===== src/rtl/exe_mem_skid.sv =====
// Execute-to-memory pipeline register with a 2-entry skid buffer.
// in_ready_o is decoded from the state register, so a memory stall never reaches execute combinationally.
module exe_mem_skid #(
  parameter int DATA_WIDTH  = 32,
  parameter int RADDR_WIDTH = 5
) (
  input  logic                   clk_i,
  input  logic                   rst_i,
  input  logic                   flush_i,
  input  logic                   in_valid_i,
  output logic                   in_ready_o,
  input  logic                   reg_we_i,
  input  logic [RADDR_WIDTH-1:0] reg_waddr_i,
  input  logic [DATA_WIDTH-1:0]  reg_wdata_i,
  output logic                   out_valid_o,
  input  logic                   out_ready_i,
  output logic                   reg_we_o,
  output logic [RADDR_WIDTH-1:0] reg_waddr_o,
  output logic [DATA_WIDTH-1:0]  reg_wdata_o,
  output logic [1:0]             occupancy_o
);

  typedef struct packed {
    logic                   we;
    logic [RADDR_WIDTH-1:0] waddr;
    logic [DATA_WIDTH-1:0]  wdata;
  } entry_t;

  // Encoding doubles as the entry count.
  typedef enum logic [1:0] {
    EMPTY = 2'd0,
    BUSY  = 2'd1,
    FULL  = 2'd2
  } state_t;

  state_t state, state_n;
  entry_t out_q, out_n;
  entry_t skid_q, skid_n;
  entry_t in_entry;
  logic   accept, issue;

  // x0 is hard-wired zero: never let a write to it through.
  always_comb begin
    in_entry       = '0;
    in_entry.we    = reg_we_i & (reg_waddr_i != '0);
    in_entry.waddr = reg_waddr_i;
    in_entry.wdata = reg_wdata_i;
  end

  assign in_ready_o  = ~rst_i & ~flush_i & (state != FULL);
  assign out_valid_o = (state != EMPTY);
  assign accept      = in_valid_i & in_ready_o;
  assign issue       = out_valid_o & out_ready_i;

  always_comb begin
    state_n = state;
    out_n   = out_q;
    skid_n  = skid_q;
    unique case (state)
      EMPTY: begin
        if (accept) begin
          state_n = BUSY;
          out_n   = in_entry;
        end
      end
      BUSY: begin
        if (accept && issue) begin
          out_n = in_entry;
        end else if (accept) begin
          state_n = FULL;
          skid_n  = in_entry;
        end else if (issue) begin
          state_n = EMPTY;
          out_n   = '0;
        end
      end
      FULL: begin
        if (issue) begin
          state_n = BUSY;
          out_n   = skid_q;
          skid_n  = '0;
        end
      end
      default: begin
        state_n = EMPTY;
        out_n   = '0;
        skid_n  = '0;
      end
    endcase
    // Flush discards everything; any same-cycle issue was already taken downstream.
    if (flush_i) begin
      state_n = EMPTY;
      out_n   = '0;
      skid_n  = '0;
    end
  end

  always_ff @(posedge clk_i) begin
    if (rst_i) begin
      state  <= EMPTY;
      out_q  <= '0;
      skid_q <= '0;
    end else begin
      state  <= state_n;
      out_q  <= out_n;
      skid_q <= skid_n;
    end
  end

  assign reg_we_o    = out_q.we;
  assign reg_waddr_o = out_q.waddr;
  assign reg_wdata_o = out_q.wdata;
  assign occupancy_o = state;

endmodule


===== config.mk =====
export PLATFORM = sky130hd
export DESIGN_NAME = exe_mem_skid
export DESIGN_NICKNAME = d
export VERILOG_FILES = /design/src/rtl/exe_mem_skid.sv
export SDC_FILE = /design/constraint.sdc
export NUM_CORES = 1
export LEC_CHECK = 0
export CAP_MARGIN = 20
export CORE_UTILIZATION = 45
export DETAILED_ROUTE_END_ITERATION = 8
export PLACE_DENSITY = 0.77
export SYNTH_ARGS = -nofsm -noshare
export SYNTH_HDL_FRONTEND = slang
export SYNTH_SLANG_ARGS = --single-unit

===== constraint.sdc =====
create_clock -name clk_i -period 2.1 [get_ports clk_i]
set_input_delay 0.525 -clock clk_i [delete_from_list [all_inputs] [get_ports clk_i]]
set_output_delay 0.525 -clock clk_i [all_outputs]
set_load 0.03 [all_outputs]

After elaboration in Yosys (flattened, before gate mapping) --
Cells that the tools add are included.
Operators by class: equal/unequal tests 10, mux-type cells 14, bitwise logic cells 8, reductions and logical operators 8
Operators with widths (count):
- 2-to-1 mux 38 bit | 6
- case mux 38 bit (3 select lines) | 2
- AND reduction 4 bit | 3
- 2-to-1 mux 2 bit | 5
- != test 2 bit, second input constant | 5
- != test 3 bit, second input constant | 3
- case mux 2 bit (3 select lines) | 1
- bitwise AND 1 bit | 5
- nonzero test 5 bit | 1
- inverter 1 bit | 3
- == test 2 x 1 -> 1 bit, second input constant | 1
- == test 2 bit, second input constant | 1
- zero test 2 bit | 1
- nonzero test 2 bit | 1
- OR reduction 2 bit | 1
- logical AND 1 bit | 1
Storage, ports and cells: register bits 78, input port bits 43, output and inout bits 42

Depth between registers and ports, before layout --
depth after elaboration 7, depth in mapped cells 7, depth with buffers taken out 4

Worst setup path before layout --
OpenSTA, ideal clock, no wires.
path kind input port to output port, start input flush_i, end output in_ready_o, data arrival time 1.767 ns, slack -0.192 ns, stages on the path 5, buffers on the path 3, cells stage by stage or2_2 clkbuf_1 clkbuf_1 clkbuf_1 nor2_1
On the way: longest elaborated chain between the ends 3
RTL lines:
- from (decl) | line 9 | input logic flush_i,
- inverter 1 bit | line 50 | assign in_ready_o = ~rst_i & ~flush_i & (state != FULL);
- bitwise AND 1 bit (2 in a row) | line 50
- to (decl) | line 11 | output logic in_ready_o,
Every way passes these cells.

Worst setup path in the final report --
start input rst_i, end register out_q (netlist bit reg_wdata_o[17])
On the way: longest elaborated chain between the ends 7, elaborated cells on any way between the ends 12, those cells by class eq/ne (3); mux (2); bitwise (4); reduce/logical (3)
RTL lines:
- from (decl) | line 8 | input logic rst_i,
- inverter 1 bit | line 50
- bitwise AND 1 bit (2 in a row) | line 50
- bitwise AND 1 bit | line 52 | assign accept = in_valid_i & in_ready_o;
- logical AND 1 bit | line 67 | if (accept && issue) begin
- != test 3 bit (no line) or 2-to-1 mux 38 bit (tied branches)
- AND reduction 4 bit (no line) or case mux 38 bit (3 select lines) (tied branches)
- to (signal assigned) | line 105 | out_q <= out_n;
- to (decl) | line 37 | entry_t out_q, out_n;
Parallel ways exist; a longest one is shown, timed or not. A chain may end at the register's enable or synchronous reset.

==> results.cfg <==
[pwr]
p_sw_frac = 0.265
pwr-share-comb = 0.177
p_sw_w = 0.000858
intPower_w = 0.00238
p_leak_nw = 1.79
p_per_area_nw_per_um2 = 627
p_seq_frac = 0.467
clkPwrFrac = 0.356
vdd.ir_drop.worst_uv = 369

[finish]
final_cell_area_um2 = 5160
stdcell_count = 641
layout_common_cells = 78 x clkdlybuf4s50_1, 77 x nor2_1, 76 x dfxtp_1
syn_to_final_growth_pct = 33.3
multi_input_area_um2 = 2130
diodes = 0
layout.nets = 575
nFillCells = 687
final_common_cell = clkdlybuf4s50_1
drive_above_1_share = 0.114
seqCellArea_um2 = 1560

[flow_run]
cap_violations = 0

[grt]
grt_overflow = 0
track_usage = 0.232
grt_pass1_wl_um = 16300
grt_pass1_vias = 3438
antenna_found_initial = 0
grt_max_degree = 31

[routing]
route.antenna.remaining_nets = 0
routed_wirelength_um = 10200
drc = 0
via_count = 3607
vias_per_cell = 5.63
routedWlPerCell_um = 15.9
firstDrtPassIters = 5
dr.first_iter.drc_count = 226

[timing]
slew_headroom = 0.753
period_minus_slack_ns = 2.04
hold_viol = 0
fin_crit_sh = 0.971
fin_skew_ns = 0.00640
drv_slew = 0
setup_tns_ns = 0
setup_viol = 0
tightest_slew_ns = 0.369
fmax_ghz = 0.491

[placed_design]
post-dp-hpwl_um = 6600
placed_cell_area_um2 = 4890
numPortBuffers = 84
dp.cells = 623
gp_congestion = 0.805

[floorplanning]
ios = 85
row_count = 33
die_y_um = 94.8
die_area_um2 = 8980
core-area_um2 = 8260
initial_core_util = 0.469
die_w_um = 94.8

[synth]
syn-num-nets = 493
synth-seq-cells = 78
syn_area_per_cell_um2 = 8.61
netlist_area_um2 = 3870
syn-instance-count = 450
synth_cell_types = 29
yosysWarnings = 0
seq_area_frac_synth = 0.403

[cts]
cts_buffers = 9
insertion_delay_ns = 0.35
clkSinkCount = 78
clockBufferDepth = 2
htreeDepth = 3
cts-root-buf = clkbuf_8
cts_tree = done
clk_pin_slew_worst_paths_ns = 0.07

[worst_setup_path]
cp_data_required_time_ns = 2.38
cp_num_buf_inv = 4
crit_arrival_ns = 2.32
crit_cells = 8
crit_path_cell_trace = clkdlybuf4s50_1 -> or4b_4 -> buf_6 -> a22oi_4 -> buf_12 -> clkbuf_16 -> a22oi_1 -> nor2_1
critPathLaunchType = input pin
r2r_cells = 7
cp_max_fo = 14
worst_path_dominant_cell_family = buffers and inverters
cpPeakStageDelay_ns = 0.51
crit_slowest_cell = or4b_4
crit_type = in -> reg
worstSetupEndpointType = flip-flop

[worst_hold_path]
hold_path_class = reg -> reg
hold_depth = 2

[outcome]
status = complete, no violations
[synth_stat cells, drive strengths merged]
cell / instances / area (um^2)
nand3: 2 / 10.0
mux2i: 75 / 751
nand4: 1 / 6.26
nor2b: 4 / 25.0
or2: 2 / 12.5
a22o: 1 / 8.76
nor3: 1 / 5.00
o22ai: 37 / 231
o21ai: 2 / 10.0
and2: 37 / 231
or4b: 1 / 10.0
buf: 18 / 105
nor4b: 1 / 8.76
o22a: 2 / 17.5
a22oi: 38 / 299
o2111ai: 1 / 8.76
nand2b: 1 / 6.26
or3: 1 / 6.26
nand2: 38 / 143
or4: 1 / 7.51
a21oi: 3 / 15.0
dfxtp: 78 / 1560
clkbuf: 27 / 101
nor2: 78 / 293
[power by group through the flow]
stage	combinational [W]	clock [W]	sequential, W
global route	0.000618	0.00123	0.00152
global placement	0.000534	0	0.00155
floorplan	0.000275	0	0.00158
CTS	0.000546	0.00117	0.00151
detailed placement	0.000542	0	0.00155
finish	0.000573	0.00115	0.00151
[repair_timing]
action                                  in CTS  in global routing
cloned                                       0                  2
buffers inserted                             0                  1
gates resized for setup                      1                  6
hold endpoints to repair                     0                  0
hold buffers                                 0                  0
pin swaps                                    0                  1
endpoints found under the setup margin       1                 24
[path summary, 6_finish.rpt]
check	from	to	slack [ns]
worst min register to register	skid_q[37]	skid_q[37]	0.46
worst max-delay path	rst_i	reg_wdata_o[17]	0.06
worst min-delay path	skid_q[37]	skid_q[37]	0.46
worst max register to register	occupancy_o[1]	reg_wdata_o[17]	0.34
[cell type report]
| type | instances | share of cell area |
|---|---|---|
| multi-input cells | 327 | 0.412 |
| flip-flops and latches | 78 | 0.303 |
| repair buffers | 116 | 0.222 |
| clock inverters | 3 | 0.00848 |
| well taps | 105 | 0.0254 |
| clock buffers | 12 | 0.0300 |
[layer usage]
metal  wire length (um)  global-route usage  part of all wire  vias to the layer above
met4                135              0.0884             0.013                        0
met2               5030               0.394              0.49                      115
met5                  0                   0                 0                        -
met1               4550               0.291              0.45                     1737
li1                   -                   -                 -                     1745
met3                508              0.0403             0.050                       10
[tightest hold or removal path, stage by stage (launching register included)]
cell     delay [ns]
dfxtp_1        0.31
nand2_1        0.06
o21ai_1        0.05
[metrics by stage]
stage / total power, W / worst slack [ns] / hold WS (ns) / utilization
after global routing: 0.00336 / -0.00383 / 0.490 / 0.625
after global placement: 0.00208 / -0.225 / 0.442 / 0.593
after detailed placement: 0.00209 / -0.273 / 0.450 / 0.593
after CTS: 0.00323 / 0.0284 / 0.463 / 0.617
after floorplan: 0.00186 / 0.0101 / 0.429 / -
final: 0.00324 / 0.0613 / 0.460 / 0.625
[cell families (layout without fill, tap and decap cells)]
group / count (synthesis) / in the layout / synth area share
compound gates: 84 / 84 / 0.152
buf+inv: 45 / 131 / 0.0533
mux: 75 / 75 / 0.194
simple gates: 168 / 168 / 0.197
flops: 78 / 78 / 0.403
[flip-flops by register name (all words and copies together) (netlist names)]
name	count
skid_q	38
reg_wdata_o	32
reg_waddr_o	5
occupancy_o	2
reg_we_o	1
No activity file was read; power rests on OpenSTA's default activity.
